$ cat config.mk
export PLATFORM = sky130hd
export DESIGN_NAME = ex_muldiv_unsigned_flat
export DESIGN_NICKNAME = d
export VERILOG_FILES = /design/src/rtl/ex_muldiv_unsigned_pkg.sv /design/src/rtl/ex_muldiv_unsigned_if.sv /design/src/rtl/ex_muldiv_unsigned_step.sv /design/src/rtl/ex_muldiv_unsigned.sv /design/src/flat_wrapper.sv
export SDC_FILE = /design/constraint.sdc
export NUM_CORES = 1
export LEC_CHECK = 0
export BUFFER_PORTS_ARGS = -buffer_cell sky130_fd_sc_hd__clkbuf_2
export CORE_ASPECT_RATIO = 0.8
export CORE_MARGIN = 10
export CORE_UTILIZATION = 59
export CTS_CLUSTER_SIZE = 10
export DETAILED_ROUTE_END_ITERATION = 8
export GPL_TIMING_DRIVEN = 0
export PLACE_DENSITY_LB_ADDON = 0.05
export SLEW_MARGIN = 0
export SYNTH_ARGS = -nofsm -noshare
export SYNTH_HDL_FRONTEND = slang
export SYNTH_SLANG_ARGS = --single-unit
$ cat constraint.sdc
create_clock -name iw_clk -period 4.9 [get_ports iw_clk]
set_input_delay 0.98 -clock iw_clk [delete_from_list [all_inputs] [get_ports iw_clk]]
set_output_delay 0.98 -clock iw_clk [all_outputs]
set_load 0.005 [all_outputs]
$ cat src/rtl/ex_muldiv_unsigned_pkg.sv
// Shared types for the multi-cycle unsigned multiply/divide unit: op codes, FSM states and
// flag bit positions inside the {V,C,N,Z} nibble.
package ex_muldiv_unsigned_pkg;

    typedef enum logic [1:0] {
        OpMuluLo = 2'd0,
        OpMuluHi = 2'd1,
        OpDivu   = 2'd2,
        OpRemu   = 2'd3
    } muldiv_op_e;

    typedef enum logic [1:0] {
        StIdle = 2'd0,
        StRun  = 2'd1,
        StDone = 2'd2
    } state_e;

    localparam int unsigned FlagZ = 0;
    localparam int unsigned FlagN = 1;
    localparam int unsigned FlagC = 2;
    localparam int unsigned FlagV = 3;

    function automatic logic is_div(muldiv_op_e op);
        return (op == OpDivu) || (op == OpRemu);
    endfunction

endpackage

$ cat src/rtl/ex_muldiv_unsigned_if.sv
// Request/response bundle between stg_ex (master) and the multiply/divide unit (slave).
interface ex_muldiv_unsigned_if #(
    parameter int unsigned DATA_W = 24,
    parameter int unsigned TGT_W  = 4
);
    logic              iw_start;
    logic [1:0]        iw_op;
    logic [DATA_W-1:0] iw_src;
    logic [DATA_W-1:0] iw_tgt;
    logic [TGT_W-1:0]  iw_tgt_gp;
    logic              iw_flush;
    logic              ow_busy;
    logic              ow_done;
    logic [DATA_W-1:0] ow_result;
    logic [3:0]        ow_flags;
    logic [TGT_W-1:0]  ow_tgt_gp;

    modport master (
        output iw_start, iw_op, iw_src, iw_tgt, iw_tgt_gp, iw_flush,
        input  ow_busy, ow_done, ow_result, ow_flags, ow_tgt_gp
    );

    modport slave (
        input  iw_start, iw_op, iw_src, iw_tgt, iw_tgt_gp, iw_flush,
        output ow_busy, ow_done, ow_result, ow_flags, ow_tgt_gp
    );
endinterface

$ cat src/rtl/ex_muldiv_unsigned_step.sv
// One radix-2 iteration on {acc, q}: shift-add for multiply, restoring shift-subtract for
// divide. The divide path exists only when MULDIV_DIV_EN is defined.
module ex_muldiv_unsigned_step #(
    parameter int unsigned DATA_W = 24
) (
    input  logic [DATA_W-1:0] i_acc,
    input  logic [DATA_W-1:0] i_q,
    input  logic [DATA_W-1:0] i_b,
`ifdef MULDIV_DIV_EN
    input  logic              i_div,
`endif
    output logic [DATA_W-1:0] o_acc,
    output logic [DATA_W-1:0] o_q
);
    logic [DATA_W:0] w_add;

    // Multiply: q holds the multiplier, its LSB selects the add, the pair shifts right.
    assign w_add = i_q[0] ? ({1'b0, i_acc} + {1'b0, i_b}) : {1'b0, i_acc};

`ifdef MULDIV_DIV_EN
    logic [DATA_W:0]   w_shl;
    logic [DATA_W-1:0] w_sub;

    assign w_shl = {i_acc, i_q[DATA_W-1]};
    // Only used when w_shl >= i_b, so the true difference always fits in DATA_W bits.
    assign w_sub = w_shl[DATA_W-1:0] - i_b;

    always_comb begin
        o_acc = w_add[DATA_W:1];
        o_q   = {w_add[0], i_q[DATA_W-1:1]};
        if (i_div) begin
            if (w_shl >= {1'b0, i_b}) begin
                o_acc = w_sub;
                o_q   = {i_q[DATA_W-2:0], 1'b1};
            end else begin
                o_acc = w_shl[DATA_W-1:0];
                o_q   = {i_q[DATA_W-2:0], 1'b0};
            end
        end
    end
`else
    assign o_acc = w_add[DATA_W:1];
    assign o_q   = {w_add[0], i_q[DATA_W-1:1]};
`endif

endmodule

$ cat src/rtl/ex_muldiv_unsigned.sv
// Multi-cycle unsigned MULU_LO/MULU_HI/DIVU/REMU unit with start/done handshake.
// Build option MULDIV_DIV_EN enables the divider; without it DIVU/REMU complete as illegal ops.
module ex_muldiv_unsigned
    import ex_muldiv_unsigned_pkg::*;
#(
    parameter int unsigned DATA_W = 24,
    parameter int unsigned CNT_W  = $clog2(DATA_W + 1),
    parameter int unsigned TGT_W  = 4
) (
    input logic                 iw_clk,
    input logic                 iw_rst,
    ex_muldiv_unsigned_if.slave bus
);
    state_e            r_state, w_state_nxt;
    logic [CNT_W-1:0]  r_cnt;
    muldiv_op_e        r_op;
    logic [DATA_W-1:0] r_acc, r_q, r_b;
    logic [TGT_W-1:0]  r_tgt, r_tgt_out;
    logic [DATA_W-1:0] r_result;
    logic [3:0]        r_flags;

    muldiv_op_e        w_in_op;
    logic              w_in_div, w_accept, w_fast, w_last, w_c, w_v;
    logic [DATA_W-1:0] w_acc_nxt, w_q_nxt, w_res;
    logic [3:0]        w_flags;

    assign w_in_op  = muldiv_op_e'(bus.iw_op);
    assign w_in_div = is_div(w_in_op);
    assign w_accept = bus.iw_start && (r_state != StRun) && !bus.iw_flush;
    assign w_last   = (r_state == StRun) && (r_cnt == CNT_W'(1));
`ifdef MULDIV_DIV_EN
    assign w_fast   = w_in_div && (bus.iw_src == '0);
`else
    assign w_fast   = w_in_div;
`endif

`ifdef MULDIV_DIV_EN
    logic w_run_div;
    assign w_run_div = is_div(r_op);
`endif

    ex_muldiv_unsigned_step #(
        .DATA_W(DATA_W)
    ) u_step (
        .i_acc(r_acc),
        .i_q  (r_q),
        .i_b  (r_b),
`ifdef MULDIV_DIV_EN
        .i_div(w_run_div),
`endif
        .o_acc(w_acc_nxt),
        .o_q  (w_q_nxt)
    );

    always_comb begin
        w_state_nxt = r_state;
        unique case (r_state)
            StRun: begin
                if (bus.iw_flush) w_state_nxt = StIdle;
                else if (r_cnt == CNT_W'(1)) w_state_nxt = StDone;
            end
            default: begin
                if (w_accept) w_state_nxt = w_fast ? StDone : StRun;
                else w_state_nxt = StIdle;
            end
        endcase
    end

    // In RUN this is the final-step result; otherwise the immediate divide-by-zero/illegal result.
    always_comb begin
        w_res = '0;
        w_c   = 1'b0;
        w_v   = 1'b0;
        if (r_state == StRun) begin
            unique case (r_op)
                OpMuluLo: begin
                    w_res = w_q_nxt;
                    w_c   = |w_acc_nxt;
                end
                OpMuluHi: w_res = w_acc_nxt;
                OpDivu:   w_res = w_q_nxt;
                OpRemu:   w_res = w_acc_nxt;
            endcase
        end else begin
            w_v = 1'b1;
`ifdef MULDIV_DIV_EN
            w_res = (w_in_op == OpDivu) ? '1 : bus.iw_tgt;
`endif
        end
        w_flags        = '0;
        w_flags[FlagZ] = (w_res == '0);
        w_flags[FlagN] = w_res[DATA_W-1];
        w_flags[FlagC] = w_c;
        w_flags[FlagV] = w_v;
    end

    always_ff @(posedge iw_clk or posedge iw_rst) begin
        if (iw_rst) begin
            r_state   <= StIdle;
            r_cnt     <= '0;
            r_op      <= OpMuluLo;
            r_acc     <= '0;
            r_q       <= '0;
            r_b       <= '0;
            r_tgt     <= '0;
            r_tgt_out <= '0;
            r_result  <= '0;
            r_flags   <= '0;
        end else begin
            r_state <= w_state_nxt;
            if (w_accept) begin
                r_op  <= w_in_op;
                r_tgt <= bus.iw_tgt_gp;
                r_cnt <= CNT_W'(DATA_W);
                r_acc <= '0;
                r_q   <= w_in_div ? bus.iw_tgt : bus.iw_src;
                r_b   <= w_in_div ? bus.iw_src : bus.iw_tgt;
                if (w_fast) begin
                    r_result  <= w_res;
                    r_flags   <= w_flags;
                    r_tgt_out <= bus.iw_tgt_gp;
                end
            end else if ((r_state == StRun) && !bus.iw_flush) begin
                r_acc <= w_acc_nxt;
                r_q   <= w_q_nxt;
                r_cnt <= r_cnt - CNT_W'(1);
                if (w_last) begin
                    r_result  <= w_res;
                    r_flags   <= w_flags;
                    r_tgt_out <= r_tgt;
                end
            end
        end
    end

    assign bus.ow_busy   = (r_state == StRun);
    assign bus.ow_done   = (r_state == StDone);
    assign bus.ow_result = r_result;
    assign bus.ow_flags  = r_flags;
    assign bus.ow_tgt_gp = r_tgt_out;

endmodule

$ cat src/flat_wrapper.sv
// flat-port wrapper written by rule: the top's interface ports become plain ports
module ex_muldiv_unsigned_flat import ex_muldiv_unsigned_pkg::*;
#(
    parameter int unsigned DATA_W = 24,
    parameter int unsigned CNT_W  = $clog2(DATA_W + 1),
    parameter int unsigned TGT_W  = 4
)
  (iw_clk, iw_rst, bus_iw_start, bus_iw_op, bus_iw_src, bus_iw_tgt, bus_iw_tgt_gp, bus_iw_flush, bus_ow_busy, bus_ow_done, bus_ow_result, bus_ow_flags, bus_ow_tgt_gp);
  ex_muldiv_unsigned_if #(.DATA_W(DATA_W), .TGT_W(TGT_W)) bus_i ();
  input logic iw_clk;
  input logic iw_rst;
  input wire logic [$bits(bus_i.iw_start)-1:0] bus_iw_start;
  input wire logic [$bits(bus_i.iw_op)-1:0] bus_iw_op;
  input wire logic [$bits(bus_i.iw_src)-1:0] bus_iw_src;
  input wire logic [$bits(bus_i.iw_tgt)-1:0] bus_iw_tgt;
  input wire logic [$bits(bus_i.iw_tgt_gp)-1:0] bus_iw_tgt_gp;
  input wire logic [$bits(bus_i.iw_flush)-1:0] bus_iw_flush;
  output wire logic [$bits(bus_i.ow_busy)-1:0] bus_ow_busy;
  output wire logic [$bits(bus_i.ow_done)-1:0] bus_ow_done;
  output wire logic [$bits(bus_i.ow_result)-1:0] bus_ow_result;
  output wire logic [$bits(bus_i.ow_flags)-1:0] bus_ow_flags;
  output wire logic [$bits(bus_i.ow_tgt_gp)-1:0] bus_ow_tgt_gp;
  assign bus_i.iw_start = bus_iw_start;
  assign bus_i.iw_op = bus_iw_op;
  assign bus_i.iw_src = bus_iw_src;
  assign bus_i.iw_tgt = bus_iw_tgt;
  assign bus_i.iw_tgt_gp = bus_iw_tgt_gp;
  assign bus_i.iw_flush = bus_iw_flush;
  assign bus_ow_busy = bus_i.ow_busy;
  assign bus_ow_done = bus_i.ow_done;
  assign bus_ow_result = bus_i.ow_result;
  assign bus_ow_flags = bus_i.ow_flags;
  assign bus_ow_tgt_gp = bus_i.ow_tgt_gp;
  ex_muldiv_unsigned #(.DATA_W(DATA_W), .CNT_W(CNT_W), .TGT_W(TGT_W)) u_core (.iw_clk(iw_clk), .iw_rst(iw_rst), .bus(bus_i));
endmodule
Word level (Yosys, flattened, before mapping)
Index checks and enable logic that the tools add are counted.
Storage, ports and cells
  register bits after elaboration: 117
  input bits: 58
  output and inout port bits: 34
  logic and storage cells: 68
Cells by class
  add/sub/neg operators: 2
  equal/unequal tests: 11
  mux-type cells: 31
  reductions and logical operators: 14
Operators by type and width (number)
  $mux 24: 11
  $pmux 24 s2: 1
  $mux 4: 8
  $add 24x24->25: 1
  $mux 25: 1
  $logic_not 24->1: 1
  $reduce_or 24->1: 1
  $eq 2x2->1 const B: 5
  $mux 2: 5
  $mux 5: 2
  $eq 5x1->1 const B: 1
  $sub 5x1->5 const B: 1
  $eq 2x1->1 const B: 2
  $logic_and 1x1->1: 4
  $reduce_bool 2->1: 2
  $reduce_or 2->1: 2
  $mux 1: 3
  $ne 3x2->1 const B: 1
  $reduce_and 3->1: 1
  $logic_not 2->1: 1
  $ne 2x1->1 const B: 1
  $ne 2x2->1 const B: 1
  $logic_not 1->1: 1
  $logic_or 1x1->1: 1

Longest topological paths before layout
Gate-level depths: netlist (run 1).
  depth after elaboration: 8
  mapped depth: 12
  depth with buffers taken out: 12

Cells and area by module
From an unflattened synthesis (run 1), not the netlist that was laid out.
Second synthesis, totals
  cells, all modules: 766
  area total of the unflattened synthesis: 7260.7 µm²
By module, submodules not included
  ex_muldiv_unsigned: times used 1, cells each 520, area an instance 5492.8 µm², sequential area each 2902.8 µm²
  ex_muldiv_unsigned_step: times used 1, cells each 246, area an instance 1767.9 µm², sequential area each 0.0 µm²

Worst setup path after synthesis (run 1)
No wires, ideal clock.
  kind: register to register
  start point: register u_core.r_acc[0]
  end point: register u_core.r_flags[2], in the netlist u_core.bus.ow_flags[2]
  library setup time: 0.124 ns
  arrival: 2.753 ns
  data required time: 4.776 ns
  setup slack: 2.023 ns
  stages on the path, launching flop included: 13
  path buffers: 0
  clock period less this slack: 2.877 ns
  cells stage by stage: dfrtp_1 > ha_1 > inv_1 > fa_1 > nor2b_4 > o31ai_4 > o211a_1 > xnor2_1 > a2111oi_1 > nand4b_1 > a211oi_2 > nand3_1 > o31a_1
On the way
  word-level cells in the longest chain between the ends: 8
  elaborated cells on any way between the ends: 9
  those cells by class: 1 x add/sub; 7 x mux; 1 x reduce/logical
RTL lines
  from (decl): RTL line ex_muldiv_unsigned.sv:17  | logic [DATA_W-1:0] r_acc, r_q, r_b;
  from (signal assigned): RTL line ex_muldiv_unsigned.sv:124  | r_acc <= w_acc_nxt;
  $add 24x24->25 *: RTL line ex_muldiv_unsigned_step.sv:18  | assign w_add = i_q[0] ? ({1'b0, i_acc} + {1'b0, i_b}) : {1'b0, i_acc};
  $mux 25 *: RTL line ex_muldiv_unsigned_step.sv:18
  $reduce_or 24->1 *: RTL line ex_muldiv_unsigned.sv:78  | w_c = |w_acc_nxt;
  $mux 1 *: RTL line ex_muldiv_unsigned.sv:75  | unique case (r_op)
  $mux 1 *: RTL line ex_muldiv_unsigned.sv:74  | if (r_state == StRun) begin
  $mux 4: RTL line ex_muldiv_unsigned.sv:127  | if (w_last) begin
  $mux 4: RTL line ex_muldiv_unsigned.sv:123  | end else if ((r_state == StRun) && !bus.iw_flush) begin
  $mux 4 *: RTL line ex_muldiv_unsigned.sv:111  | if (w_accept) begin
  to (signal assigned): RTL line ex_muldiv_unsigned.sv:120  | r_flags <= w_flags;
  to (signal assigned): RTL line ex_muldiv_unsigned.sv:129  | r_flags <= w_flags;
  to (decl): RTL line ex_muldiv_unsigned.sv:20  | logic [3:0] r_flags;
Every way passes the cells marked *; elsewhere a longest branch is shown, timed or not. The select of a mux whose other input is x is not followed.
A chain may end at the register's enable or synchronous reset.

Worst setup path after layout (run 1)
  start point: register u_core.r_acc[10]
  end point: register u_core.r_flags[2], in the netlist u_core.bus.ow_flags[2]
On the way
  word-level cells in the longest chain between the ends: 8
  elaborated cells on any way between the ends: 9
  those cells by class: 1 x add/sub; 7 x mux; 1 x reduce/logical
RTL lines (RTL line)
  $add 24x24->25: ex_muldiv_unsigned_step.sv:18
  $mux 25 *: ex_muldiv_unsigned_step.sv:18
  $reduce_or 24->1 *: ex_muldiv_unsigned.sv:78
  $mux 1 *: ex_muldiv_unsigned.sv:75
  $mux 1 *: ex_muldiv_unsigned.sv:74
  $mux 4: ex_muldiv_unsigned.sv:127
  $mux 4: ex_muldiv_unsigned.sv:123
  $mux 4 *: ex_muldiv_unsigned.sv:111
Marked as above.

==> results of run 1 <==
[stage by stage]
stage                     power (µW)  instance area (µm²)  setup WS (ns)  hold slack (ns)
after floorplan                 1920                 7370          0.848            0.436
after global placement          2230                 8040         -0.279            0.449
after detailed placement        2270                 8070           1.40            0.457
after CTS                       3600                 8700           1.35            0.472
after global routing            3780                 8700           1.10            0.506
final                           3640                 8700           1.21            0.474
[layout by cell type (no fill, tap or decap), drive strengths merged, types with 7 or more instances in the layout]
master	Yosys	routed
buf	17	18
clkbuf	37	145
o21ai	100	100
a21o	10	10
dfrtp	116	116
nand3	13	13
nand4	9	9
mux2i	62	62
a22o	10	10
a21oi	60	60
a31oi	7	7
nor2	55	55
xnor2	9	9
nand2	130	130
nor3	9	9
ha	26	26
mux2	9	9
inv	15	16
clkinv	1	7
[registers in the layout, indices dropped and copies added (netlist names), 4 cells and up]
name                  flops
u_core.bus.ow_result     23
u_core.bus.ow_tgt_gp      4
u_core.r_acc             24
u_core.r_cnt              5
u_core.r_b               24
u_core.r_tgt              4
u_core.r_q               24
u_core.bus.ow_flags       4
[logic make-up (layout without fill, tap and decap cells)]
kind of cell             Yosys count  count (layout)  synth area share [%]
XOR/XNOR                          13              13                  1.54
adder cells (fa/ha/maj)           27              27                  4.68
flip-flops                       116             116                  39.4
multiplexers                      71              71                  9.84
AND/OR/NAND/NOR                  257             257                  16.0
AO/OA/AOI/OAI                    256             256                  23.6
buffers and inverters             70             193                  4.94
[critical path: cells and delay by family, from the launching register on]
family | cells | cell delay (ns)
DFF | 1 | 0.43
AOI/OAI and AO/OA | 4 | 1.72
muxes | 1 | 0.27
and+or+nand+nor | 4 | 0.69
adders and majority gates | 1 | 0.47
[path summary, 6_finish.rpt]
| path | endpoint | slack (ns) | cells after the start |
|---|---|---|---|
| max | u_core.bus.ow_flags[2] | 1.21 | 10 |
| min | u_core.r_tgt[3] | 0.47 | 2 |
| max reg2reg | u_core.bus.ow_flags[2] | 1.21 | 10 |
| min reg2reg | u_core.r_tgt[3] | 0.47 | 2 |
| max in group asynchronous | u_core.r_b[6] | 3.48 | 3 |
| min in group asynchronous | u_core.r_cnt[2] | 0.68 | 2 |
[cell type report]
| cell class | count | share of cell area [%] |
|---|---|---|
| plain buffers | 54 | 3.49 |
| clock buffers | 18 | 4.93 |
| clock inverters | 14 | 2.34 |
| inverters | 16 | 0.719 |
| multi-input cells | 624 | 47.2 |
| flip-flops and latches | 116 | 33.4 |
| well taps | 171 | 2.46 |
| repair buffers | 91 | 5.49 |
[where the power goes]
group          leakage [µW]  switching [µW]  internal [µW]
logic               0.00224             649            403
registers           0.00152             141           1100
clock network      0.000297             482            856
total               0.00406            1270           2360
[routing by layer]
layer  track usage (%)  up-vias  wire length (µm)
met2              42.3      452             11000
met3              6.83       52              2610
met4              7.58        0               589
met1              37.1     3479             10100
li1                  -     3165                 -
met5                 0        -                 0
==> results.tsv, run 1 <==
metric	value	unit
dp_cells	1072	
async_flop_share	100	%
yosysMostFrequentCell	nand2_1	
grt_pass1_vias	6852	
finalNetCount	1005	
start_util	60.4	%
fin_crit_sh	75.4	%
cts_setup_buffers	0	
yosys.area.top_type	dfrtp_1	
wl	24300	µm
ys_seq_elements	116	
grt_max_degree	60	
dp.final_hpwl	18700	µm
post_cts_resized	0	
clock_sinks	116	
seq_area	2900	µm²
cp-startpoint	u_core.r_acc[10]	
clk_path_buf_depth	2	
drc_errors	0	
antenna_cells	0	
multiInputGateArea	4110	µm²
ys_types	90	
io_pins	92	
yosysWarnings	0	
maxSlewViolCount	0	
critPathMaxFanout	7	
vias	7148	
synth_edf_count	0	
crit_type	flop to flop	
rsz0062_at_grt	false	
fin_setup_tns	0	ns
yosysSeqAreaShare	39.4	%
netlist_instances	810	
antenna_left	0	
syn-num-nets	895	
cp-start-kind	flop	
cts.root.buffer_cell	clkbuf_16	
slew_headroom	36.9	%
cts_made_buffers	17	
timing.final.crit_period	3.69	ns
fp.coreArea	12200	µm²
drive_above_1_share	19.7	%
die_area	17400	µm²
row_count	36	
ys.flop_type	dfrtp_1	
fillCellCount	965	
min_path_type	flop to flop	
drt_iter0_drc	959	
r2r_start	u_core.r_acc[10]	
p_leak	0.00406	µW
area_growth	18.0	%
synth_area_leaders	dfrtp_1 (39%), mux2i_1 (8.4%), nand2_1 (6.6%)	
status	finished clean	
dieWidth	145	µm
grt_util_all_layers	27.3	%
timing.fmax	0.271	GHz
critPathMaxStageDelay	0.58	ns
viasPerCell	6.47	
antenna_found_initial	0	
cts_tree	yes	
cpMaxStageDelayCell	a2111oi_1	
worst_pin_slew	0.942	ns
hold_path.startpoint	u_core.r_tgt[3]	
worstPathRequired	5.20	ns
avgRoutedWirePerCell	22.0	µm
yosys-top-cells-count	nand2_1 (129), dfrtp_1 (116), o21ai_0 (96)	
fin_util	71.3	%
netlist_area	7370	µm²
synth.avg_cell_area	9.10	µm²
setup_viol	0	
die_h	120	µm
end_kind	flop	
gp_congestion	0.960	
finalNonFillerCells	1104	
numPortBuffers	90	
powerDensity	418	nW/µm²
clk_pin_slew_worst_paths	0.06	ns
overflow	0	
synth_top_cell_area_share	39.4	%
drv_cap	0	
critPathArrivalTime	4.00	ns
insertion_delay	0.42	ns
finalHoldViolCount	0	
worst_ir_drop_vdd	0.294	mV
drt_pass1_iterations	6	
h-tree-depth	4	
cts_hold_buf	0	
path_cells	ha_1, nand2_1, o21ai_1, mux2i_1, nand4_1, a2111oi_1, nand4b_1, a211oi_2, nand3_1, o31a_1	
grt_pass1_wl	38100	µm
skew	0.0108	ns
No activity file was read; power rests on OpenSTA's default activity.
==> run 2, diff against run 1 <==
ABC_AREA = 1   (was default)
CORE_UTILIZATION = 53   (was 59)
clock period = 3.13 ns   (was 4.9 ns; I/O delays follow)
==> run 2 against run 1 <==
Net effect: non-clock buffer count shrank 6; critical path type unchanged; critical endpoint unchanged; routed wire length grew 1.3%; flip-flop and latch count is the same; combinational power grew 100%; cell area grew 1.7%; register-to-register slack lost 0.90 ns; core utilization shrank 6.9 points; clock skew is essentially flat.
==> results.tsv, run 2 <==
metric	value	unit
finalNetCount	1270	
gp_congestion	0.954	
p_sw	2310	µW
grt_pass1_wl	39300	µm
cts_tree	yes	
avgRoutedWirePerCell	17.9	µm
drive_above_1_share	15.3	%
final_cell_mix	nand2_1 (386), inv_1 (129), dfrtp_1 (116)	
yosys-top-cells-count	nand2_1 (386), inv_1 (130), dfrtp_1 (116)	
dp.final_hpwl	19300	µm
grt_util_all_layers	25.2	%
synth_area_leaders	dfrtp_1 (39%), nand2_1 (19%), inv_1 (6.5%)	
netlist_instances	1072	
p_leak	0.00463	µW
maxSlewViolCount	0	
io_pins	92	
worst_pin_slew	0.728	ns
antenna_left	0	
cts_made_buffers	17	
switching_share	37.7	%
post_cts_resized	0	
critPathArrivalTime	3.12	ns
cts_hold_buf	0	
clock_sinks	116	
p_comb_share	35.2	%
netlist_area	7510	µm²
row_count	38	
end_kind	flop	
finalHoldViolCount	0	
path_delay_family	simple AND/OR/NAND/NOR gates	
grt_max_degree	41	
ys_types	46	
numPortBuffers	91	
fin_setup_tns	0	ns
synth_edf_count	0	
skew	0.0109	ns
synth.avg_cell_area	7.01	µm²
cts_setup_buffers	0	
h-tree-depth	4	
drc_errors	0	
clk_pin_slew_worst_paths	0.06	ns
rsz0062_at_grt	false	
path_common_cell	nand2_1	
final_common_cell	nand2_1	
drt_iter0_drc	869	
dieWidth	153	µm
slew_headroom	51.5	%
yosysSeqAreaShare	38.6	%
critPathMaxFanout	3	
start_util	54.7	%
async_flop_share	100	%
timing.final.crit_period	2.82	ns
seqPwrFrac	32.8	%
drv_cap	0	
yosysWarnings	0	
grt_pass1_vias	7354	
crit_type	flop to flop	
finalNonFillerCells	1378	
cts.root.buffer_cell	clkbuf_16	
critPathMaxStageDelay	0.40	ns
insertion_delay	0.41	ns
synth_top_cell_area_share	38.6	%
ys_seq_elements	116	
die_area	19400	µm²
die_h	126	µm
timing.fmax	0.354	GHz
syn-num-nets	1157	
clockPowerShare	32.0	%
yosysMostFrequentCell	nand2_1	
powerDensity	691	nW/µm²
fin_total_pwr	6120	µW
path_cells	ha_1, inv_1, fa_1, inv_1, nand2_1, nand2_1, and2_1, nand2_1, nand3_1, o21ai_0, nor2_1, nand4_1, nor2_1, nand3_1, o21ai_1, nand2_1	
dp_cells	1346	
fin_crit_sh	90.3	%
antenna_found_initial	0	
drt_pass1_iterations	6	
p_int	3810	µW
yosys.area.top_type	dfrtp_1	
status	finished clean	
overflow	0	
worst_ir_drop_vdd	0.411	mV
cpMaxStageDelayCell	fa_1	
ys.flop_type	dfrtp_1	
worstPathRequired	3.43	ns
vias	7753	
setup_viol	0	
fp.coreArea	13700	µm²
viasPerCell	5.63	
min_path_type	primary input to asynchronous set/reset pin	
clk_path_buf_depth	2	
antenna_cells	0	
reg_top3	u_core.r_acc (24), u_core.r_b (24), u_core.r_q (24)	
cp-start-kind	flop	
cp_num_buf_inv	2	
wl	24600	µm
area_growth	17.8	%
run 2: power groups by stage:
| stage | combinational (µW) | clock, µW | sequential [µW] |
|---|---|---|---|
| 4_1_cts | 2140 | 1960 | 2000 |
| 6_report | 2150 | 1960 | 2010 |
| 5_1_grt | 2420 | 2040 | 2040 |
| 3_3_place_gp | 2080 | 0 | 2020 |
| 3_5_place_dp | 2120 | 0 | 2020 |
| 2_1_floorplan | 1480 | 0 | 1980 |
run 2: cells by family after synthesis:
kind of cell / Yosys count / share of synthesized area, %
and+or+nand+nor: 572 / 33.0
buffers and inverters: 182 / 9.76
AOI/OAI and AO/OA: 174 / 13.9
xor gates and xnor gates: 1 / 0.117
adders and majority gates: 27 / 4.60
DFF: 116 / 38.6
run 2: area by class of cell:
type / instances / area (µm²)
Tap cell: 180 / 225
Clock inverter: 13 / 160
Inverter: 137 / 518
Fill cell: 1269 / 4890
Multi-Input combinational cell: 774 / 3880
Sequential cell: 116 / 2900
Clock buffer: 19 / 433
Timing Repair Buffer: 94 / 515
Buffer: 45 / 219
run 2: metal layers:
layer / global-route usage, % / part of all wire (%) / vias up
met5: 0 / 0 / -
met4: 7.00 / 1.7 / 0
met3: 5.54 / 11 / 37
met2: 39.0 / 45 / 407
met1: 34.7 / 42 / 3603
li1: - / - / 3706
run 2: path summary, 6_finish.rpt:
path	slack [ns]	from	endpoint	depth (start not counted)
worst min-delay path	0.26	iw_rst	u_core.r_acc[1]	2
worst max-delay path	0.31	u_core.r_acc[0]	u_core.bus.ow_flags[2]	16
worst max register to register	0.31	u_core.r_acc[0]	u_core.bus.ow_flags[2]	16
worst min register to register	0.48	u_core.r_tgt[3]	u_core.r_tgt[3]	2
max in group asynchronous	2.05	iw_rst	u_core.bus.ow_result[11]	4
min in group iw_clk	0.42	bus_iw_tgt_gp[2]	u_core.r_tgt[2]	3
run 2: per-stage QoR:
| step | util, % | setup WS [ns] | hold WS (ns) | cell area [µm²] |
|---|---|---|---|---|
| 6_report | 64.4 | 0.305 | 0.258 | 8850 |
| 5_1_grt | 64.4 | 0.0671 | 0.293 | 8850 |
| 4_1_cts | 64.4 | 0.372 | 0.263 | 8850 |
| 3_5_place_dp | 60.1 | 0.380 | 0.461 | 8260 |
| 3_3_place_gp | 59.7 | 0.271 | 0.459 | 8200 |
| 2_1_floorplan | - | 0.998 | 0.444 | 7520 |
